**config.mk**
```make
export PLATFORM = sky130hd
export DESIGN_NAME = data_bus_master
export DESIGN_NICKNAME = d
export VERILOG_FILES = /design/src/rtl/data_bus_master_pkg.sv /design/src/rtl/data_bus_align.sv /design/src/rtl/data_bus_master.sv
export SDC_FILE = /design/constraint.sdc
export NUM_CORES = 1
export LEC_CHECK = 0
export ABC_AREA = 1
export BUFFER_PORTS_ARGS = -buffer_cell sky130_fd_sc_hd__buf_2
export CAP_MARGIN = 0
export CORE_AREA = 2 2 135 137
export CTS_BUF_LIST = sky130_fd_sc_hd__clkbuf_4 sky130_fd_sc_hd__clkbuf_8
export DETAILED_ROUTE_END_ITERATION = 10
export DIE_AREA = 0 0 137 139
export PLACE_DENSITY = 0.64
export RECOVER_POWER = 50
export SLEW_MARGIN = 0
export SYNTH_ARGS = -nofsm -noshare
export SYNTH_HDL_FRONTEND = slang
export SYNTH_SLANG_ARGS = --single-unit
```
**constraint.sdc**
```tcl
create_clock -name clk -period 1.95 [get_ports clk]
set_input_delay 0.0975 -clock clk [delete_from_list [all_inputs] [get_ports clk]]
set_output_delay 0.0975 -clock clk [all_outputs]
set_load 0.05 [all_outputs]
```
**src/rtl/data_bus_master_pkg.sv**
```systemverilog
// Shared encodings for the peripheral data-bus initiator and its lane helper.
package data_bus_master_pkg;

    localparam logic [1:0] SIZE_B = 2'd0;
    localparam logic [1:0] SIZE_H = 2'd1;
    localparam logic [1:0] SIZE_W = 2'd2;

    localparam logic [3:0] LANE_B = 4'b0001;
    localparam logic [3:0] LANE_H = 4'b0011;
    localparam logic [3:0] LANE_W = 4'b1111;

    typedef enum logic [1:0] {
        ST_IDLE,
        ST_ISSUE,
        ST_WAIT,
        ST_RESP
    } state_e;

    typedef struct packed {
        logic       store;
        logic [1:0] size;
        logic       uns;
        logic [1:0] off;
    } req_t;

endpackage

```
**src/rtl/data_bus_align.sv**
```systemverilog
// Combinational byte-lane helper: alignment check, write lanes, load extraction.
module data_bus_align
    import data_bus_master_pkg::*;
#(
    parameter int DATA_W = 32
) (
    input  logic [1:0]        size,
    input  logic [1:0]        off,
    input  logic              uns,
    input  logic [DATA_W-1:0] wdata,
    input  logic [DATA_W-1:0] rdata,
    output logic              misaligned,
    output logic [3:0]        we,
    output logic [DATA_W-1:0] wdata_lane,
    output logic [DATA_W-1:0] rdata_ext
);

    logic [4:0]        shamt;
    logic [DATA_W-1:0] rsh;

    always_comb begin
        shamt      = {off, 3'b000};
        wdata_lane = wdata << shamt;
        rsh        = rdata >> shamt;
        misaligned = 1'b0;
        we         = LANE_W;
        rdata_ext  = rsh;
        case (size)
            SIZE_B: begin
                we        = LANE_B << off;
                rdata_ext = {{(DATA_W-8){~uns & rsh[7]}}, rsh[7:0]};
            end
            SIZE_H: begin
                misaligned = off[0];
                we         = LANE_H << off;
                rdata_ext  = {{(DATA_W-16){~uns & rsh[15]}}, rsh[15:0]};
            end
            SIZE_W: misaligned = |off;
            default: begin
                misaligned = 1'b1;
                we         = 4'b0000;
            end
        endcase
    end

endmodule

```
**src/rtl/data_bus_master.sv**
```systemverilog
// Single-outstanding load/store initiator on the peripheral valid/ready bus,
// with ready timeout and a one-cycle done/err completion pulse.
module data_bus_master
    import data_bus_master_pkg::*;
#(
    parameter int ADDR_W  = 32,
    parameter int DATA_W  = 32,
    parameter int TIMEOUT = 16
) (
    input  logic              clk,
    input  logic              rst,
    input  logic              req_i,
    input  logic              store_i,
    input  logic [1:0]        size_i,
    input  logic              unsigned_i,
    input  logic [ADDR_W-1:0] addr_i,
    input  logic [DATA_W-1:0] wdata_i,
    output logic              busy_o,
    output logic              done_o,
    output logic              err_o,
    output logic [DATA_W-1:0] rdata_o,
    output logic              bus_valid_o,
    input  logic              bus_ready_i,
    output logic [ADDR_W-1:0] bus_addr_o,
    output logic [DATA_W-1:0] bus_wdata_o,
    output logic [3:0]        bus_we_o,
    input  logic [DATA_W-1:0] bus_rdata_i
);

    localparam logic [7:0] TIMEOUT_W = 8'(TIMEOUT);

    state_e            state;
    req_t              req_q;
    req_t              req_sel;
    logic [7:0]        cnt;
    logic              mis;
    logic [3:0]        lane_we;
    logic [DATA_W-1:0] lane_wdata;
    logic [DATA_W-1:0] rdata_ext;

    // IDLE decodes the live request; afterwards the latched one drives load extraction.
    always_comb begin
        req_sel = req_q;
        if (state == ST_IDLE) begin
            req_sel.store = store_i;
            req_sel.size  = size_i;
            req_sel.uns   = unsigned_i;
            req_sel.off   = addr_i[1:0];
        end
    end

    data_bus_align #(.DATA_W(DATA_W)) u_align (
        .size       (req_sel.size),
        .off        (req_sel.off),
        .uns        (req_sel.uns),
        .wdata      (wdata_i),
        .rdata      (bus_rdata_i),
        .misaligned (mis),
        .we         (lane_we),
        .wdata_lane (lane_wdata),
        .rdata_ext  (rdata_ext)
    );

    always_ff @(posedge clk) begin
        if (rst) begin
            state       <= ST_IDLE;
            req_q       <= '0;
            cnt         <= '0;
            busy_o      <= 1'b0;
            done_o      <= 1'b0;
            err_o       <= 1'b0;
            rdata_o     <= '0;
            bus_valid_o <= 1'b0;
            bus_addr_o  <= '0;
            bus_wdata_o <= '0;
            bus_we_o    <= 4'b0000;
        end else begin
            done_o      <= 1'b0;
            bus_valid_o <= 1'b0;
            case (state)
                ST_IDLE: begin
                    cnt <= '0;
                    if (req_i) begin
                        req_q  <= req_sel;
                        busy_o <= 1'b1;
                        if (mis) begin
                            state   <= ST_RESP;
                            done_o  <= 1'b1;
                            err_o   <= 1'b1;
                            rdata_o <= '0;
                        end else begin
                            state       <= ST_ISSUE;
                            bus_valid_o <= 1'b1;
                            bus_addr_o  <= {addr_i[ADDR_W-1:2], 2'b00};
                            bus_wdata_o <= lane_wdata;
                            bus_we_o    <= req_sel.store ? lane_we : 4'b0000;
                        end
                    end
                end
                ST_ISSUE: begin
                    // The issue cycle counts toward the timeout budget.
                    bus_we_o <= 4'b0000;
                    cnt      <= cnt + 8'd1;
                    if (bus_ready_i) begin
                        state   <= ST_RESP;
                        done_o  <= 1'b1;
                        err_o   <= 1'b0;
                        rdata_o <= req_q.store ? '0 : rdata_ext;
                    end else begin
                        state <= ST_WAIT;
                    end
                end
                ST_WAIT: begin
                    cnt <= cnt + 8'd1;
                    if (bus_ready_i) begin
                        state   <= ST_RESP;
                        done_o  <= 1'b1;
                        err_o   <= 1'b0;
                        rdata_o <= req_q.store ? '0 : rdata_ext;
                    end else if ((cnt + 8'd1) >= TIMEOUT_W) begin
                        state   <= ST_RESP;
                        done_o  <= 1'b1;
                        err_o   <= 1'b1;
                        rdata_o <= '0;
                    end
                end
                ST_RESP: begin
                    state  <= ST_IDLE;
                    busy_o <= 1'b0;
                    err_o  <= 1'b0;
                end
                default: state <= ST_IDLE;
            endcase
        end
    end

endmodule

```
# --- Word-level counts from Yosys, hierarchy flattened ---
# Index checks and enable logic that the tools add are counted.
classes:
  add_sub_neg: 1
  n_lt_le_gt_ge: 1
  n_eq_ne: 10
  shift: 4
  muxes: 37
  bitwise_logic: 6
  reduce_logical: 16
op_table:
  columns: ["op", "count"]
  rows:
  - ["two-way mux 32 bit", 6]
  - ["case mux 32 bit (3 select lines)", 1]
  - ["case mux 32 bit (2 select lines)", 1]
  - ["left shift 32 x 5 -> 32 bit", 1]
  - ["right shift 32 x 5 -> 32 bit", 1]
  - ["case mux 8 bit (2 select lines)", 1]
  - ["two-way mux 1 bit", 13]
  - ["two-way mux 4 bit", 3]
  - ["case mux 4 bit (3 select lines)", 1]
  - ["adder 8 x 1 -> 8 bit (second input constant)", 1]
  - [">= comparator 8 x 5 -> 1 bit (second input constant)", 1]
  - ["two-way mux 2 bit", 4]
  - ["!= test 2 bit (second input constant)", 4]
  - ["case mux 2 bit (4 select lines)", 1]
  - ["case mux 4 bit (2 select lines)", 1]
  - ["equality test 2 bit (second input constant)", 3]
  - ["two-way mux 6 bit", 1]
  - ["case mux 1 bit (3 select lines)", 2]
  - ["AND reduction 2 bit", 3]
  - ["AND reduction 3 bit", 2]
  - ["nonzero test 2 bit", 3]
  - ["AND reduction 5 bit", 1]
  - ["equality test 2 x 1 -> 1 bit (second input constant)", 2]
  - ["zero test 2 bit", 2]
  - ["other kinds (11)", 16]
word_totals:
  ff_bits: 118
  out_inout_bits: 104

# --- Longest topological paths before layout ---
# Gate-level depths: netlist of the first run.
depth:
  ltp_word: 8
  ltp_mapped: 15
  ltp_nobuf: 14

# --- Cells and area by module ---
# A second synthesis of the first run with hierarchy kept.
unflattened:
  cells_unflattened: 986
  area_unflattened_um2: 6107.1
modules_own_cells:
  columns: ["mod", "n_inst", "cells_per_inst", "area_each_um2"]
  rows:
  - ["data_bus_master", 1, 719, 4928.5]
  - ["data_bus_align", 1, 267, 1178.6]

# --- Least setup slack after synthesis of the first run ---
# OpenSTA, ideal clock, no wires.
synth_path:
  path_kind: "reg2reg"
  start: "register state[0]"
  end: "register bus_wdata_o[10]"
  arrival_ns: 1.961
  slack_ns: -0.149
  stages_incl_launch_ff: 15
  n_path_buf: 2
  path_cell_list: "dfxtp_1 -> inv_1 -> ha_1 -> inv_2 -> nand2_1 -> nand2_4 -> inv_2 -> nand2_1 -> nand3_2 -> nor2_4 -> nand2_2 -> buf_2 -> buf_2 -> nand3_1 -> o31ai_2"
synth_between:
  elab_chain_len: 6
synth_lines:
  columns: ["item", "line", "rtl"]
  rows:
  - ["start: declaration", "data_bus_master.sv:32", "state_e state;"]
  - ["start signal: assignment", "data_bus_master.sv:66", "state <= ST_IDLE;"]
  - ["start signal: assignment", "data_bus_master.sv:87", "state <= ST_RESP;"]
  - ["start signal: assignment", "data_bus_master.sv:92", "state <= ST_ISSUE;"]
  - ["zero test 2 bit *", "data_bus_master.sv:44, data_bus_master.sv:80", null]
  - ["two-way mux 6 bit", "data_bus_master.sv:44", "if (state == ST_IDLE) begin"]
  - ["equality test 2 bit (tied with other cells)", "data_bus_align.sv:28", "case (size)"]
  - ["case mux 1 bit (3 select lines)", "data_bus_align.sv:28", null]
  - ["NOT 1 bit (no source line)", null, null]
  - ["AND reduction 3 bit (no source line)", null, null]
  - ["end signal: assignment", "data_bus_master.sv:95", "bus_wdata_o <= lane_wdata;"]
  - ["end: declaration", "data_bus_master.sv:25", "output logic [DATA_W-1:0] bus_wdata_o,"]
# Mark *: on every way between the ends. The rest lies on a longest branch, timed or not.
# A chain may end at the register's enable or synchronous reset.

# --- Worst setup path in the final report of the first run ---
layout_path:
  start: "register state[1]"
  end: "register rdata_o[2]"
layout_between:
  elab_chain_len: 7
layout_lines:
  columns: ["item", "line", "rtl"]
  rows:
  - ["zero test 2 bit", "data_bus_master.sv:44, data_bus_master.sv:80", null]
  - ["two-way mux 6 bit", "data_bus_master.sv:44", null]
  - ["right shift 32 x 5 -> 32 bit", "data_bus_align.sv:24", "rsh = rdata >> shamt;"]
  - ["case mux 32 bit (2 select lines)", "data_bus_align.sv:28", null]
  - ["two-way mux 32 bit", "data_bus_master.sv:108, data_bus_master.sv:119", null]
  - ["two-way mux 32 bit (on tied branches)", "data_bus_master.sv:115, data_bus_master.sv:104", null]
  - ["case mux 32 bit (3 select lines)", "data_bus_master.sv:80", "case (state)"]
  - ["end signal: assignment", "data_bus_master.sv:108", "rdata_o <= req_q.store ? '0 : rdata_ext;"]
  - ["end signal: assignment", "data_bus_master.sv:119", "rdata_o <= req_q.store ? '0 : rdata_ext;"]
  - ["end: declaration", "data_bus_master.sv:21", "output logic [DATA_W-1:0] rdata_o,"]
# Several ways; a longest one is shown, not always the timed one. The select of a mux whose other input is x is not followed.

==> qor.log, run 1 <==
[worst_hold_path] hold_sp wdata_i[14]
[global_route] vias in the first global route 6,230
[layout] nets@finish 1,313
[synthesis] number of instances in the synthesized netlist 897
[worst_hold_path] end point of the most critical hold path bus_wdata_o[22]
[power_and_ir_drop] reported leakage power 4.32 nW
[floorplan] height of the chip 139 um
[critical_path] crit start category flip-flop
[power_and_ir_drop] internal power of the cells 8.63 mW
[global_route] global-route wire length before repair 30,300 um
[routing] vias after detailed routing 7,020
[sta] max-slew headroom at the worst pin 0.569
[clocking] H-tree Lvls 4
[sta] minimum clock period after layout 2010 ps
[placed_design] placed insts 1,336
[clocking] clock buffers created by TritonCTS 17
[global_route] GR Overflow Total 0
[layout] final standard cell count with taps included and fillers excluded 1,444
[synthesis] simple-gate portion of the synthesized area 0.278
[outcome] outcome complete, but fails checks
[power_and_ir_drop] Max rail drop VDD 1.06 mV
[global_route] number of antenna violations at the first check in global routing 2
[synthesis] Mean Syn Cell Area 6.77 sq um
[sta] Final Slew Violations 0
[critical_path] capturing element type of the critical path flip-flop
[routing] total wirelength of the detailed-routed design 21,500 um
[clocking] later-pin clock latency in the skew report 460 ps
[synthesis] xor/xnor cell area share of the yosys netlist 0.00144
[synthesis] Synth Cell Area 6080 sq um
[sta] RSZ-0062 raised after global routing yes
[critical_path] minimum setup slack among reg-to-reg paths -60 ps
[layout] fraction of layout cells with a size suffix above 1 0.302
[floorplan] Core Footprint 17,700 sq um
[clocking] Clock Pin Slew Worst Setup and Hold Paths 70 ps
[synthesis] number of flip-flops and latches in the synthesized netlist 118
[routing] antenna-violating nets left 0
[synthesis] main flop type after synthesis dfxtp_1
[floorplan] initial cell density of the core 0.344
[synthesis] synthesized-area fraction occupied by adder cells 0.0124
[synthesis] largest area contributor in the netlist dfxtp_1
[synthesis] number of warning messages in the yosys log 0
[critical_path] source of the worst register-to-register timing path state[1]
[run] total of max-cap violations 0
[synthesis] share of the synthesized area in the top cell type 0.389
[global_route] overall global routing resource usage 0.202
[clocking] number of clock sinks seen by CTS 118
[synthesis] share of flip-flops with an asynchronous set or reset 0
[critical_path] biggest fanout along the worst timing path 9
[clocking] TritonCTS clock tree done
[synthesis] largest cells by area after synthesis dfxtp_1, nor2_1, nand2_1
[clocking] CTS Root Cell clkbuf_8
[power_and_ir_drop] Overall Power 18.3 mW
[layout] count of antenna diodes in the layout 0
[routing] Via-to-Cell Ratio 4.86
[power_and_ir_drop] sw power 9.63 mW
[synthesis] mux share of post-synthesis cell area 0
[placed_design] gpl congestion 0.850
[worst_hold_path] Hold/Removal Path Class in2reg
[outcome] failing checks setup timing
[floorplan] die footprint 19,000 sq um
[power_and_ir_drop] part of the power in registers 0.199
[synthesis] Synth Area in Compound Gates 0.204
[power_and_ir_drop] proportion of total power due to net switching 0.527
[sta] Clock Skew 9.40 ps
[floorplan] number of top-level design ports 208
[sta] final-layout setup total negative slack -1400 ps
[synthesis] sequential area share after synthesis 0.389
[routing] Pre-antenna DRT Iters 5
[sta] final number of setup-violating endpoints 46
[sta] timing-limited maximum frequency 498 MHz
[sta] hold violation total from the final report 0
[synthesis] number of enable flip-flop cells after synthesis 0
[synthesis] dominant combinational cell family by area after synthesis simple AND/OR/NAND/NOR gates
[layout] final core occ 0.520
[sta] Final WS setup -58.7 ps
[sta] minimum hold slack 37.7 ps
[critical_path] logic depth of the worst register-to-register path 16
[layout] P&R area growth vs syn 51.1%
[power_and_ir_drop] share of power burned in combinational logic 0.685
[critical_path] path type of the worst setup path reg2reg
[sta] measured slew at the worst slew-check pin 649 ps
[global_route] pin count of the biggest net entering global routing 75
[critical_path] required time of the critical path 2340 ps
[power_and_ir_drop] ratio of total power to cell area 1990 nW/um^2
[clocking] Max Root-Sink Buffers 2
[floorplan] row count 49
[placed_design] Post-DP HPWL 14,500 um
[sta] fraction of the cycle the final worst path needs 1.03
[synthesis] unique cell type count in the Yosys netlist 42
[floorplan] die boundary width 137 um
[critical_path] arrival time worst endpoint 2400 ps
[synthesis] most instantiated library cell after synthesis nor2_1
[critical_path] Reg-to-Reg End rdata_o[2]
[routing] drt initial violations 434
[synthesis] most frequent cells after synthesis nor2_1, nand2_1, dfxtp_1, inv_1, o21ai_0
[placed_design] buffers added on ports 205
[routing] post-detailed-route wirelength per cell 14.9 um
[routing] Remaining DRCs 0
[worst_hold_path] worst hold path stage count 3
[power_and_ir_drop] clock group share of total power 0.116
==> cell type report <==
class / instances / area (sq um)
Timing Repair inverter: 1 / 8.76
Inverter: 105 / 418
Clock buffer: 17 / 234
Fill cell: 1728 / 8470
Clock inverter: 14 / 130
Multi-Input combinational cell: 618 / 3330
Timing Repair Buffer: 342 / 2410
Tap cell: 229 / 287
Sequential cell: 118 / 2360
==> power groups by stage <==
stage	sequential (mW)	clock (mW)	combinational, mW
floorplan	6.07	0	5.00
global placement	3.64	0	10.4
detailed placement	3.65	0	10.5
CTS	3.60	2.18	10.7
global route	3.74	2.28	13.5
finish	3.64	2.12	12.5
==> layout by cell type (no fill, tap or decap), types with 14 or more instances in the layout <==
cell type,n
inv_1,96
clkbuf_8,17
nand2_4,14
o211ai_1,19
o21ai_1,19
clkbuf_1,60
a21oi_1,50
nor2_2,16
dfxtp_1,116
a31oi_1,21
buf_4,59
nand2_2,21
dlygate4sd3_1,51
nor2_1,146
nand2_1,130
o21ai_0,69
nand3_1,39
buf_2,145
==> routing by layer <==
metal  vias to the layer above  share of wire  routed length [um]  global-route usage
li1                       3525              -                   -                   -
met1                      3164           0.41                8820               0.241
met2                       280           0.48               10300               0.335
met3                        49          0.088                1880              0.0676
met4                         2          0.024                 518              0.0727
met5                         -        0.00060                  13                   0
==> critical path, stage by stage, from the launching register on <==
cell,delay [ps]
dfxtp_2,330
inv_2,70
ha_4,230
inv_8,70
nand2_4,70
nand2_4,70
inv_4,90
nand2_4,60
nand3_4,90
nor2_4,60
nor2_4,150
nand4_4,120
buf_12,170
clkbuf_16,170
nand2_2,50
nand2_1,50
nor2_1,90
==> sequential cells by signal, indices dropped and copies added (netlist names) <==
register     count
bus_addr_o      30
req_q            6
state            2
bus_wdata_o     32
bus_valid_o      1
cnt              8
err_o            1
rdata_o         32
busy_o           1
bus_we_o         4
done_o           1
==> stage by stage <==
stage	setup slack [ps]	instance area, sq um
floorplan	3.95	6110
global placement	-35.2	7690
detailed placement	-97.2	7690
CTS	-14.4	8600
global route	-161	9180
finish	-58.7	9180
==> logic make-up (layout without fill, tap and decap cells) <==
family                     after synthesis  after routing
AOI/OAI and AO/OA                      212            212
xor gates and xnor gates                 1              1
adders and majority gates                6              6
buffers and inverters                  163            479
DFF                                    118            118
other                                    1              2
and+or+nand+nor                        396            397
==> worst max-delay path by stage <==
stage / from / to / slack (ps) / cells past startpoint
2_1_floorplan: state[0] / bus_wdata_o[10] / 4 / 14
3_3_place_gp: state[1] / rdata_o[19] / -40 / 14
3_5_place_dp: state[1] / bus_we_o[3] / -100 / 13
4_1_cts: state[0] / rdata_o[20] / -10 / 16
5_1_grt: state[0] / bus_wdata_o[6] / -160 / 13
6_report: state[1] / rdata_o[2] / -60 / 16
==> timing repair <==
item | in CTS | in global routing
hold buffers | 51 | 0
cloned | 0 | 12
gates resized for setup | 9 | 95
pin swaps | 3 | 15
buffers inserted | 0 | 14
endpoints found under the hold margin | 60 | 0
endpoints found under the setup margin | 96 | 101
No activity file was read; power rests on OpenSTA's default activity.
==> run 2: changes to the inputs <==
- PLACE_DENSITY: 0.64 -> 0.62
- clock period: 1.95 -> 2.3 ns (I/O delays scaled with it)
==> run 2 against run 1 <==
  * The flow now finishes without violations
  * Core utilization down 4.6 points
  * Power fell by 23%
  * Clock skew rose by 5.9 ps
  * Design area is 8.9% lower
  * Die area unchanged
  * Critical path type unchanged
  * Largest cell class unchanged
  * Largest power group unchanged
==> qor.log, run 2 (same netlist as run 1, synthesis figures left out) <==
[layout] count of antenna diodes in the layout 0 [unchanged]
[power_and_ir_drop] share of power burned in combinational logic 0.648 [-0.037]
[clocking] CTS Root Cell clkbuf_8
[floorplan] die footprint 19,000 sq um [unchanged]
[placed_design] buffers added on ports 205 [unchanged]
[layout] register area 2360 sq um [about the same]
[sta] fraction of the cycle the final worst path needs 0.959 [-0.0714]
[placed_design] gpl congestion 0.851 [+0.13%]
[clocking] H-tree Lvls 4 [unchanged]
[sta] Clock Skew 15.3 ps [+5.93 ps]
[layout] leading cell types in the layout, fill and taps excluded nor2_1, nand2_1, dfxtp_1, clkbuf_1, buf_2
[global_route] GR Overflow Total 0 [unchanged]
[critical_path] arrival time worst endpoint 2550 ps [+150 ps]
[worst_hold_path] hold_sp wdata_i[28]
[layout] biggest regs bus_wdata_o: 32 flops, rdata_o: 32 flops, bus_addr_o: 30 flops
[power_and_ir_drop] Max rail drop VDD 0.737 mV [-30%]
[power_and_ir_drop] part of the power in registers 0.219 [+0.020]
[routing] total wirelength of the detailed-routed design 20,600 um [-4.2%]
[power_and_ir_drop] clock group share of total power 0.133 [+0.017]
[power_and_ir_drop] internal power of the cells 6.45 mW [-25%]
[worst_hold_path] Hold/Removal Path Class in2reg
[sta] final number of setup-violating endpoints 0 [-100%]
[outcome] outcome finished clean
[power_and_ir_drop] reported leakage power 3.82 nW [-12%]
[sta] minimum clock period after layout 2210 ps [+196 ps]
[layout] area of the multi-input gates 3070 sq um [-7.7%]
[floorplan] number of top-level design ports 208 [unchanged]
[global_route] global-route wire length before repair 30,100 um [-0.68%]
[floorplan] row count 49 [unchanged]
[global_route] vias in the first global route 6,049 [-2.9%]
[routing] post-detailed-route wirelength per cell 14.8 um [-0.95%]
[layout] most common library cell in the layout ignoring fill and taps nor2_1
[layout] P&R area growth vs syn 37.7%
[sta] final-layout setup total negative slack 0 ps [+1400 ps]
[power_and_ir_drop] proportion of total power due to net switching 0.543 [+0.0153]
[global_route] overall global routing resource usage 0.201 [-0.000772]
[layout] final core occ 0.474 [-0.0461]
[clocking] Max Root-Sink Buffers 2 [unchanged]
[global_route] number of antenna violations at the first check in global routing 0 [-2]
[routing] vias after detailed routing 6,761 [-3.7%]
[critical_path] biggest fanout along the worst timing path 16 [+7]
[sta] minimum hold slack 18.9 ps [-18.8 ps]
[floorplan] height of the chip 139 um [unchanged]
[clocking] Clock Pin Slew Worst Setup and Hold Paths 80 ps [about the same]
[floorplan] die boundary width 137 um [unchanged]
[run] total of max-cap violations 0 [unchanged]
[sta] measured slew at the worst slew-check pin 658 ps [+8.69 ps]
[global_route] pin count of the biggest net entering global routing 43 [-43%]
[floorplan] initial cell density of the core 0.344 [unchanged]
[critical_path] crit start category flip-flop
[critical_path] source of the worst register-to-register timing path state[0]
[routing] Via-to-Cell Ratio 4.84 [-0.38%]
[critical_path] first element of the critical path state[0]
[routing] Remaining DRCs 0 [unchanged]
[layout] Fillers 1,843 [+6.7%]
[power_and_ir_drop] sw power 7.65 mW [-21%]
[layout] nets@finish 1,264 [-3.7%]
[sta] timing-limited maximum frequency 453 MHz [-8.9%]
[critical_path] capturing element type of the critical path flip-flop
[critical_path] path type of the worst setup path reg2reg
[sta] Final Slew Violations 0 [unchanged]
[clocking] TritonCTS clock tree done
[clocking] clock buffers created by TritonCTS 17 [unchanged]
[floorplan] Core Footprint 17,700 sq um [unchanged]
[placed_design] Post-DP HPWL 14,400 um [-0.21%]
[routing] Pre-antenna DRT Iters 5 [unchanged]
[sta] max-slew headroom at the worst pin 0.563 [-0.00577]
[power_and_ir_drop] ratio of total power to cell area 1680 nW/um^2 [-15%]
[layout] fraction of layout cells with a size suffix above 1 0.195 [-0.108]
[critical_path] required time of the critical path 2650 ps [+310 ps]
[routing] antenna-violating nets left 0 [unchanged]
[sta] hold violation total from the final report 0 [unchanged]
[power_and_ir_drop] Overall Power 14.1 mW [-23%]
[routing] drt initial violations 396 [-8.8%]
[clocking] number of clock sinks seen by CTS 118 [unchanged]
[clocking] later-pin clock latency in the skew report 460 ps [about the same]
run 2: per-layer routing:
metal,up-vias,routed length [um],track usage
li1,3419,-,-
met1,3044,8940,0.256
met3,25,1720,0.0607
met2,273,9670,0.330
met5,-,0,0
met4,0,263,0.0510
run 2: path summary, 6_finish.rpt:
path                                         to  slack (ps)  cells after the start
worst min-delay path            bus_wdata_o[28]          20                      3
worst max-delay path                 rdata_o[4]          90                     16
worst max register to register       rdata_o[4]          90                     16
worst min register to register      bus_we_o[0]         480                      2
run 2: timing repair:
action / in CTS / in global routing
endpoints found under the hold margin: 63 / 0
setup endpoints to repair: 0 / 99
gates resized for setup: 0 / 21
buffers inserted: 0 / 6
hold buffers: 47 / 0
run 2: power groups by stage:
stage | Combinational [mW] | Clock, mW | Sequential, mW
2_1_floorplan | 4.17 | 0 | 5.14
3_3_place_gp | 8.31 | 0 | 3.10
3_5_place_dp | 8.37 | 0 | 3.11
4_1_cts | 8.47 | 1.93 | 3.07
5_1_grt | 9.98 | 2.02 | 3.16
6_report | 9.13 | 1.87 | 3.09
run 2: per-stage QoR:
step | instances | instance area (sq um) | setup slack (ps)
5_1_grt | 1396 | 8370 | -21.2
3_3_place_gp | 1306 | 7410 | 111
2_1_floorplan | 898 | 6080 | 201
3_5_place_dp | 1306 | 7410 | 38.9
6_report | 1396 | 8370 | 94.9
4_1_cts | 1385 | 8260 | 11.4
run 2: worst max-delay path, stage by stage, from the launching register on:
cell and delay (ps):
dfxtp_1 340, inv_2 60, ha_4 170, buf_6 140
nand2_2 90, nand2_4 80, inv_4 70, nand2_2 70
nand3_4 110, nor2_4 50, buf_4 140, nor2_4 130
nand4_4 120, buf_12 170, clkbuf_16 170, nor2_1 110
nor2_1 60
run 2: cell type report:
type | instances | share of cell area
Clock buffer | 18 | 0.0289
Clock inverter | 14 | 0.0169
Inverter | 105 | 0.0492
Multi-Input combinational cell | 617 | 0.367
Sequential cell | 118 | 0.282
Tap cell | 229 | 0.0342
Timing Repair Buffer | 294 | 0.220
Timing Repair inverter | 1 | 0.00105
